`config.mk`:
```
export PLATFORM = sky130hd
export DESIGN_NAME = ibex_irqx_ctrl
export DESIGN_NICKNAME = d
export VERILOG_FILES = /design/src/rtl/ibex_irqx_ctrl.sv
export SDC_FILE = /design/constraint.sdc
export NUM_CORES = 1
export LEC_CHECK = 0
export CAP_MARGIN = 5
export CORE_MARGIN = 10
export CORE_UTILIZATION = 30
export CTS_CLUSTER_SIZE = 8
export DETAILED_ROUTE_END_ITERATION = 12
export HOLD_SLACK_MARGIN = 0.1
export SLEW_MARGIN = 20
export SYNTH_ARGS = -nofsm -noshare
export SYNTH_HDL_FRONTEND = slang
export SYNTH_SLANG_ARGS = --single-unit
```
`constraint.sdc`:
```
create_clock -name clk_i -period 3.19 [get_ports clk_i]
set_clock_uncertainty 0.05 [all_clocks]
set_input_delay 0.4785 -clock clk_i [delete_from_list [all_inputs] [get_ports clk_i]]
set_output_delay 0.4785 -clock clk_i [all_outputs]
set_load 0.005 [all_outputs]
```
`src/rtl/ibex_irqx_ctrl.sv`:
```
// Extended (CLINTx) interrupt controller: per-source edge/level pending capture,
// fixed-priority arbitration and a REQ/ACK handshake towards the core controller.
module ibex_irqx_ctrl #(
   parameter int unsigned NumIrqX = 32,
   parameter int unsigned IdW     = $clog2(NumIrqX)
) (
   input  logic               clk_i,
   input  logic               rst_i,
   input  logic [NumIrqX-1:0] irq_x_i,
   input  logic [NumIrqX-1:0] edge_sel_i,
   input  logic [NumIrqX-1:0] miex_i,
   input  logic [NumIrqX-1:0] mipx_clr_i,
   output logic [NumIrqX-1:0] mipx_o,
   output logic               irq_x_req_o,
   output logic [IdW-1:0]     irq_x_id_o,
   input  logic               irq_x_ack_i
);

   typedef enum logic [1:0] {StIdle, StReq, StAcked} state_e;

   state_e               state_q;
   logic [NumIrqX-1:0]   irq_prev_q;
   logic [NumIrqX-1:0]   pend_q;
   logic [NumIrqX-1:0]   pend_d;
   logic [NumIrqX-1:0]   edge_evt;
   logic [NumIrqX-1:0]   id_oh;
   logic [NumIrqX-1:0]   ack_oh;
   logic [NumIrqX-1:0]   cand;
   logic [IdW-1:0]       winner;
   logic [IdW-1:0]       id_q;
   logic                 req_q;
   logic                 id_live;

   always_comb begin
      edge_evt = irq_x_i & ~irq_prev_q;
      id_oh    = NumIrqX'(1) << id_q;
      ack_oh   = (state_q == StReq && irq_x_ack_i) ? id_oh : '0;
      // A fresh edge event overrides a same-cycle clear or ack.
      pend_d   = (edge_sel_i & (edge_evt | (pend_q & ~mipx_clr_i & ~ack_oh)))
               | (~edge_sel_i & irq_x_i);
      cand     = pend_q & miex_i;
      id_live  = |(cand & id_oh);
      winner   = '0;
      for (int i = NumIrqX - 1; i >= 0; i--) begin
         if (cand[i]) winner = IdW'(i);
      end
   end

   always_ff @(posedge clk_i) begin
      if (rst_i) begin
         irq_prev_q <= '0;
         pend_q     <= '0;
      end else begin
         irq_prev_q <= irq_x_i;
         pend_q     <= pend_d;
      end
   end

   always_ff @(posedge clk_i) begin
      if (rst_i) begin
         state_q <= StIdle;
         req_q   <= 1'b0;
         id_q    <= '0;
      end else begin
         unique case (state_q)
            StIdle: begin
               if (|cand) begin
                  id_q    <= winner;
                  req_q   <= 1'b1;
                  state_q <= StReq;
               end
            end
            StReq: begin
               // Ack beats withdraw; the latched ID is never preempted.
               if (irq_x_ack_i) begin
                  req_q   <= 1'b0;
                  state_q <= StAcked;
               end else if (!id_live) begin
                  req_q   <= 1'b0;
                  state_q <= StIdle;
               end
            end
            StAcked: begin
               state_q <= StIdle;
            end
            default: begin
               req_q   <= 1'b0;
               state_q <= StIdle;
            end
         endcase
      end
   end

   assign mipx_o      = pend_q;
   assign irq_x_req_o = req_q;
   assign irq_x_id_o  = id_q;

endmodule

```
==> results of run 1 <==
[power by group through the flow]
stage	clock [mW]	sequential (mW)	combinational, mW
after floorplan	0	1.03	0.304
after global placement	0	1.07	0.638
after detailed placement	0	1.07	0.641
after CTS	0.985	1.05	0.644
after global routing	1.02	1.06	0.698
final	0.960	1.05	0.643
[final cells by class]
cell class,instances,share of cell area
multi-input cells,343,0.373
clock buffers,14,0.0465
flip-flops and latches,72,0.245
inverters,6,0.00382
repair buffers,174,0.294
well taps,168,0.0357
clock inverters,2,0.00212
[synth_stat cells, types with 4 or more instances]
| cell type | count |
|---|---|
| clkbuf_1 | 7 |
| o21ai_0 | 11 |
| nand3b_1 | 6 |
| nand2_1 | 101 |
| a22oi_2 | 5 |
| a32o_1 | 4 |
| nor4bb_1 | 32 |
| nand3_1 | 10 |
| nand4b_1 | 4 |
| nor2b_1 | 35 |
| a21bo_2 | 4 |
| nor2_1 | 18 |
| nand2b_1 | 4 |
| dfxtp_1 | 72 |
| nand4_1 | 8 |
| a22oi_1 | 13 |
| buf_2 | 7 |
| a22o_1 | 34 |
| a221oi_1 | 4 |
| a21oi_1 | 4 |
| inv_1 | 5 |
| a211oi_1 | 4 |
[routing by layer]
metal	vias up	share of wire	track usage
li1	1986	-	-
met1	1885	0.44	0.222
met2	170	0.46	0.278
met3	18	0.081	0.0602
met4	0	0.014	0.0464
met5	-	0	0
[per-stage QoR]
step	util	hold WS, ps
CTS	0.486	422
detailed placement	0.463	407
global route	0.486	435
finish	0.486	420
floorplan	-	399
global placement	0.463	400
[final timing paths]
path	from	to	slack [ps]
setup / recovery	irq_x_id_o[1]	irq_x_id_o[1]	900
hold / removal	irq_prev_q[13]	mipx_o[13]	420
setup reg to reg	irq_x_id_o[0]	irq_x_req_o	930
hold reg to reg	irq_prev_q[13]	mipx_o[13]	420
[registers in the layout (all words and copies together) (netlist names)]
signal       count
irq_prev_q      32
mipx_o          32
irq_x_id_o       5
state_q          2
irq_x_req_o      1
[cell families after synthesis]
family          after synthesis  synth area share
compound gates              107             0.235
flops                        72             0.385
mux                           1           0.00268
buf+inv                      23            0.0274
simple gates                235             0.349
==> flow_metrics.env, run 1 <==
export IMPL_outcome="finished, final reports clean"
export IMPL_cp_num_cells=1
export IMPL_cts_setup_buffers=0
export IMPL_multi_input_area_um2=2200
export IMPL_antenna_found_initial=0
export IMPL_cp_cell_sequence="clkdlybuf4s50_1"
export IMPL_relSlewSlack=0.466
export IMPL_syn_nets=569
export IMPL_clk_latency_ps=330
export IMPL_crit_arrival_ps=1760
export IMPL_path_buf_inv=1
export IMPL_final_cells=779
export IMPL_layout_common_cells="clkdlybuf4s50_1 (167), nand2_1 (101), dfxtp_1 (72)"
export IMPL_num_vias=4059
export IMPL_final_area_um2=5890
export IMPL_gp_congestion=0.923
export IMPL_syn_to_final_growth_pct=57.5
export IMPL_htree_levels=3
export IMPL_fmax_mhz=436
export IMPL_first_pass_iters=5
export IMPL_cpLargestDelayFamily="flip-flops"
export IMPL_grt_usage=0.176
export IMPL_row_count=40
export IMPL_grt_max_degree=39
export IMPL_dp_hpwl_mm=12.7
export IMPL_worst_pin_slew_ps=798
export IMPL_synth_edf_count=0
export IMPL_synthCells=438
export IMPL_powerDensity_nw_per_um2=451
export IMPL_slew_viol_final=0
export IMPL_path_clk_slew_ps=60
export IMPL_power_mw=2.66
export IMPL_hold_path_depth=2
export IMPL_cp_end_kind="primary output"
export IMPL_seq_area_um2=1440
export IMPL_finalWorstSetupSlack_ps=898
export IMPL_ys_seq_area_frac=0.385
export IMPL_cp_required_ps=2660
export IMPL_yosysWarnings=0
export IMPL_synth_area_leaders="dfxtp_1 (39%), nand2_1 (10%), nor4bb_1 (8.6%), a22o_1 (8.0%), nor2b_1 (5.9%)"
export IMPL_min_path_type="register to register"
export IMPL_die_width_um=132
export IMPL_p_comb_frac=0.242
export IMPL_p_leak_nw=2.13
export IMPL_path_class="register to primary output"
export IMPL_cts_buffer_depth=2
export IMPL_p_sw_mw=0.740
export IMPL_cts_tree="built"
export IMPL_cpPeakStageDelay_ps=790
export IMPL_clockRootBuffer="clkbuf_16"
export IMPL_ys_ff_latch=72
export IMPL_drc=0
export IMPL_critical_path_peak_fanout=19
export IMPL_peakVddDrop_mv=0.311
export IMPL_final_hold_violation_count=0
export IMPL_period_needed_ps=2290
export IMPL_ios=169
export IMPL_drt_wirelength_per_cell_um=20.0
export IMPL_core_area_um2=12100
export IMPL_synth_top_area_frac=0.385
export IMPL_n_antenna_cell=0
export IMPL_yosys_area_top_type="dfxtp_1"
export IMPL_finalSetupViolCount=0
export IMPL_syn_avg_cell_area_um2=8.54
export IMPL_dieHeight_um=132
export IMPL_dp_cells=763
export IMPL_layout_nets=737
export IMPL_clkPwrFrac=0.361
export IMPL_port_buffers=168
export IMPL_fillCellCount=1196
export IMPL_swShare=0.279
export IMPL_rsz0062_at_grt="false"
export IMPL_vias_per_cell=5.21
export IMPL_detail_route_antenna_nets=0
export IMPL_gr_total_overflow=0
export IMPL_seqPwrFrac=0.396
export IMPL_cts_sinks=72
export IMPL_synth_async_reset_ratio=0
export IMPL_drt_iter0_markers=219
export IMPL_grt_pass1_wl_mm=24.5
export IMPL_holdBufCountCts=0
export IMPL_cts_resized_gates=0
export IMPL_r2r_cells=6
export IMPL_p_int_mw=1.92
export IMPL_synth_top_flop_cell="dfxtp_1"
export IMPL_die_area_um2=17300
export IMPL_drive_gt1_frac=0.0589
export IMPL_dpl_cell_area_um2=5610
export IMPL_cp_start_kind="register"
export IMPL_drv_cap=0
export IMPL_post_place_ws_ps=738
export IMPL_synth_cell_type_count=54
export IMPL_grt_pass1_vias=4232
export IMPL_start_util=0.309
export IMPL_syn_area_um2=3740
export IMPL_routed_wl_mm=15.5
export IMPL_mostFrequentLayoutCell="clkdlybuf4s50_1"
export IMPL_period_share=0.718
export IMPL_fin_setup_tns_ps=0
export IMPL_cts_buffers=9
export IMPL_slowest_stage="dfxtp_1"
Power figures use the tool's default switching activity.
==> run 2, diff against run 1 <==
==> constraint.sdc (replaced) <==
create_clock -name clk_i -period 2.1 [get_ports clk_i]
set_clock_uncertainty 0.05 [all_clocks]
set_input_delay 0.315 -clock clk_i [delete_from_list [all_inputs] [get_ports clk_i]]
set_output_delay 0.315 -clock clk_i [all_outputs]
set_load 0.005 [all_outputs]
==> run 2 against run 1 <==
  * Register-to-register slack worse by 810 ps
  * Global-route usage is 0.55 points higher
  * Flip-flop and latch count stayed put
  * Sequential power is 51% higher
  * Worst hold slack worse by 130 ps
  * Core utilization is 4.4 points higher
  * Critical path depth is 5 higher
  * Highest routed layer unchanged
  * Worst setup slack worse by 820 ps
  * Sequential share of layout area is 2.0 points lower
==> flow_metrics.env, run 2 (same netlist as run 1, synthesis figures left out) <==
export IMPL_outcome="finished, final reports clean"
export IMPL_dieHeight_um=132
export IMPL_mostFrequentLayoutCell="clkdlybuf4s50_1"
export IMPL_crit_arrival_ps=2210
export IMPL_cp_end_kind="register"
export IMPL_critical_path_peak_fanout=3
export IMPL_gp_congestion=0.883
export IMPL_detail_route_antenna_nets=0
export IMPL_first_pass_iters=5
export IMPL_drt_iter0_markers=317
export IMPL_clk_latency_ps=340
export IMPL_r2r_start="mipx_o[12]"
export IMPL_layout_nets=797
export IMPL_min_path_type="primary input to register"
export IMPL_multi_input_area_um2=2210
export IMPL_num_vias=4327
export IMPL_cts_setup_buffers=0
export IMPL_n_antenna_cell=0
export IMPL_grt_usage=0.181
export IMPL_worst_pin_slew_ps=454
export IMPL_drc=0
export IMPL_routed_wl_mm=15.9
export IMPL_busiest_layer="met2"
export IMPL_cts_buffers=9
export IMPL_cp_start_kind="primary input"
export IMPL_drive_gt1_frac=0.151
export IMPL_r2r_end="irq_x_id_o[2]"
export IMPL_gr_total_overflow=0
export IMPL_ios=169
export IMPL_post_place_ws_ps=-215
export IMPL_power_mw=4.46
export IMPL_slew_viol_final=0
export IMPL_holdBufCountCts=0
export IMPL_clockRootBuffer="clkbuf_16"
export IMPL_row_count=40
export IMPL_dpl_cell_area_um2=6080
export IMPL_r2r_cells=5
export IMPL_cts_sinks=72
export IMPL_hold_path_depth=2
export IMPL_path_clk_slew_ps=60
export IMPL_cpPeakStageDelay_ps=480
export IMPL_vias_per_cell=5.16
export IMPL_finalSetupViolCount=0
export IMPL_min_delay_start="rst_i"
export IMPL_die_width_um=132
export IMPL_use_met3=0.0454
export IMPL_htree_levels=3
export IMPL_powerDensity_nw_per_um2=694
export IMPL_cp_required_ps=2280
export IMPL_grt_max_degree=38
export IMPL_drv_cap=0
export IMPL_cts_resized_gates=1
export IMPL_die_area_um2=17300
export IMPL_period_needed_ps=2030
export IMPL_peakVddDrop_mv=0.316
export IMPL_dp_hpwl_mm=13.2
export IMPL_p_leak_nw=2.46
export IMPL_antenna_found_initial=0
export IMPL_fin_setup_tns_ps=0
export IMPL_period_share=0.965
export IMPL_slowest_stage="o41ai_4"
export IMPL_drt_wirelength_per_cell_um=19.0
export IMPL_cp_cell_sequence="clkdlybuf4s50_1 -> a22oi_1 -> nand4_1 -> o41ai_4 -> nor3b_1 -> a32o_1"
export IMPL_min_delay_worst_endpoint="irq_prev_q[1]"
export IMPL_syn_to_final_growth_pct=71.7
export IMPL_relSlewSlack=0.697
export IMPL_layout_common_cells="clkdlybuf4s50_1 (167), nand2_1 (101), dfxtp_1 (69)"
export IMPL_core_area_um2=12100
export IMPL_cts_tree="built"
export IMPL_path_class="primary input to register"
export IMPL_port_buffers=168
export IMPL_cts_buffer_depth=2
export IMPL_final_hold_violation_count=0
export IMPL_cp_startpoint="miex_i[13]"
export IMPL_reg2reg_slack_ps=120
export IMPL_grt_use_met2=0.297
export IMPL_final_area_um2=6420
export IMPL_fmax_mhz=494
export IMPL_grt_util_met1=0.227
export IMPL_grt_pass1_vias=4600
export IMPL_finalWorstSetupSlack_ps=74.2
export IMPL_grt_pass1_wl_mm=25.4
export IMPL_seq_area_um2=1450
export IMPL_fillCellCount=1153
export IMPL_start_util=0.309
## run 2: changes by cell type in the layout (fill, tap and decap cells not counted), sizes merged
| cell | delta |
|---|---|
| bufinv | +2 |
| buf | +60 |
| inv | +3 |
| clkbuf | -5 |
## run 2: final cells by class
| type | instances | area share |
|---|---|---|
| well taps | 168 | 0.0327 |
| repair buffers | 234 | 0.344 |
| inverters | 6 | 0.00351 |
| clock inverters | 7 | 0.0160 |
| flip-flops and latches | 72 | 0.225 |
| clock buffers | 9 | 0.0351 |
| multi-input cells | 343 | 0.344 |
## run 2: how the worst max path moves through the flow
stage	cells after the start	slack, ps	to
floorplan	5	460	irq_x_id_o[2]
global route	6	-40	irq_x_id_o[2]
finish	6	70	irq_x_id_o[2]
CTS	7	50	irq_x_req_o
global placement	6	-120	irq_x_id_o[2]
detailed placement	6	-220	irq_x_id_o[2]
## run 2: power breakdown
part           internal, mW  switching [mW]  leakage (nW)
combinational         0.685           0.476          1.70
clock                  1.05           0.650         0.157
sequential             1.47           0.125         0.600
total                  3.21            1.25          2.46
## run 2: metrics by stage
step                      hold slack [ps]  cells   util
after CTS                             279    839  0.529
after global placement                402    823  0.502
after global routing                  307    839  0.530
after floorplan                       379    438      -
after detailed placement              410    823  0.502
final                                 289    839  0.530
## run 2: routing by layer
metal  up-vias  part of all wire
met3        18             0.069
li1       2108                 -
met5         -                 0
met2       153              0.48
met4         0             0.013
met1      2048              0.44
## run 2: critical path, delay by kind of cell
kind            cells  cell delay (ps)
simple gates        2              430
buf+inv             1              460
compound gates      3             1010
==> run 3, diff against run 2 <==
--- a/config.mk
+++ b/config.mk
@@ -6,6 +6,7 @@
 export NUM_CORES = 1
 export LEC_CHECK = 0
 export CAP_MARGIN = 5
+export CORE_ASPECT_RATIO = 1.4
 export CORE_MARGIN = 10
 export CORE_UTILIZATION = 30
 export CTS_CLUSTER_SIZE = 8
==> run 3 against run 2 <==
  * Largest power group is now sequential cells
  * Highest routed layer unchanged
  * Via count down 2.6%
  * Global-route usage up 0.055 points
  * Wire length up 3.1%
  * Critical path type is now register to primary output
==> flow_metrics.env, run 3 (same netlist as run 1, synthesis figures left out) <==
export IMPL_start_util=0.305
export IMPL_clk_latency_ps=330
export IMPL_critical_path_peak_fanout=10
export IMPL_holdBufCountCts=0
export IMPL_peakVddDrop_mv=0.386
export IMPL_grt_usage=0.182
export IMPL_layout_common_cells="clkdlybuf4s50_1 (167), nand2_1 (101), dfxtp_1 (72)"
export IMPL_slew_viol_final=0
export IMPL_gp_congestion=0.925
export IMPL_layout_nets=795
export IMPL_fmax_mhz=497
export IMPL_final_area_um2=6310
export IMPL_grt_pass1_wl_mm=24.9
export IMPL_min_delay_start="irq_prev_q[13]"
export IMPL_path_clk_slew_ps=60
export IMPL_p_leak_nw=2.41
export IMPL_cp_start_kind="register"
export IMPL_drv_cap=0
export IMPL_drt_iter0_markers=221
export IMPL_worst_pin_slew_ps=627
export IMPL_die_width_um=114
export IMPL_vias_per_cell=5.15
export IMPL_power_mw=4.22
export IMPL_r2r_end="state_q[0]"
export IMPL_crit_arrival_ps=1650
export IMPL_period_share=0.958
export IMPL_cts_setup_buffers=0
export IMPL_final_hold_violation_count=0
export IMPL_min_path_type="register to register"
export IMPL_cts_buffers=9
export IMPL_cts_resized_gates=0
export IMPL_syn_to_final_growth_pct=68.6
export IMPL_cpPeakStageDelay_ps=580
export IMPL_slowest_stage="dfxtp_1"
export IMPL_drive_gt1_frac=0.141
export IMPL_antenna_found_initial=0
export IMPL_grt_max_degree=42
export IMPL_r2r_cells=7
export IMPL_rsz0062_at_grt="false"
export IMPL_min_delay_worst_endpoint="mipx_o[13]"
export IMPL_cts_sinks=72
export IMPL_path_class="register to primary output"
export IMPL_dp_hpwl_mm=13.8
export IMPL_routed_wl_mm=16.4
export IMPL_hold_path_depth=2
export IMPL_core_area_um2=12300
export IMPL_cp_cell_sequence="buf_4 -> clkdlybuf4s50_1"
export IMPL_ios=169
export IMPL_detail_route_antenna_nets=0
export IMPL_clockRootBuffer="clkbuf_16"
export IMPL_drt_wirelength_per_cell_um=20.1
export IMPL_fillCellCount=1258
export IMPL_gr_total_overflow=0
export IMPL_cp_end_kind="primary output"
export IMPL_relSlewSlack=0.582
export IMPL_powerDensity_nw_per_um2=669
export IMPL_drc=0
export IMPL_die_area_um2=17400
export IMPL_mostFrequentLayoutCell="clkdlybuf4s50_1"
export IMPL_cp_required_ps=1740
export IMPL_num_vias=4215
export IMPL_reg2reg_slack_ps=190
export IMPL_row_count=48
export IMPL_first_pass_iters=5
export IMPL_htree_levels=3
export IMPL_port_buffers=168
export IMPL_fin_util=0.515
export IMPL_outcome="finished, final reports clean"
export IMPL_period_needed_ps=2010
export IMPL_dieHeight_um=152
export IMPL_cts_buffer_depth=2
export IMPL_cts_tree="built"
export IMPL_r2r_start="irq_x_id_o[2]"
export IMPL_n_antenna_cell=0
export IMPL_grt_pass1_vias=4567
export IMPL_dpl_cell_area_um2=6020
export IMPL_finalSetupViolCount=0
[run 3: changes by cell type in the layout (fill, tap and decap cells not counted), moves of 2 or more]
cell / before / now
dfxtp_1: 69 / 72
dfxtp_2: 3 / 0
inv_6: 3 / 0
buf_12: 3 / 1
[run 3: power breakdown]
part / internal (mW) / switching, mW
sequential: 1.47 / 0.106
clock: 0.913 / 0.586
combinational: 0.669 / 0.481
total: 3.05 / 1.17
[run 3: worst max-delay path by stage]
stage / start / end / cells after the start
6_report: irq_x_id_o[1] / irq_x_id_o[1] / 2
5_1_grt: irq_x_id_o[2] / irq_x_req_o / 7
4_1_cts: irq_x_id_o[1] / irq_x_id_o[1] / 2
3_5_place_dp: miex_i[30] / irq_x_id_o[2] / 6
3_3_place_gp: miex_i[21] / irq_x_id_o[2] / 6
2_1_floorplan: mipx_o[12] / irq_x_id_o[2] / 5
[run 3: layout make-up]
cell class                 count  area (um^2)  area share
clock buffer                  10          229      0.0363
clock inverter                 5         58.8     0.00933
inverter                       6         22.5     0.00357
multi-input combinational    343         2200       0.348
sequential                    72         1440       0.229
tap                          150          188      0.0298
timing repair buffer         232         2170       0.344
[run 3: metal layers]
| metal | up-vias | GRT usage | wire length [um] |
|---|---|---|---|
| li1 | 2104 | - | - |
| met1 | 1956 | 0.186 | 6150 |
| met2 | 134 | 0.335 | 8800 |
| met3 | 21 | 0.0469 | 1060 |
| met4 | 0 | 0.0718 | 412 |
| met5 | - | 0 | 0 |
[run 3: worst max-delay path, delay by kind of cell, from the launching register on]
| kind | cells | cell delay [ps] |
|---|---|---|
| buffers and inverters | 2 | 730 |
| DFF | 1 | 580 |
[run 3: metrics by stage]
stage | std cells | setup TNS, ps | setup slack [ps] | hold slack, ps
6_report | 818 | 0 | 88.3 | 421
5_1_grt | 818 | 0 | 14.2 | 430
4_1_cts | 818 | 0 | 84.2 | 426
3_5_place_dp | 803 | -301 | -144 | 412
3_3_place_gp | 803 | -245 | -109 | 403
2_1_floorplan | 438 | 0 | 462 | 379
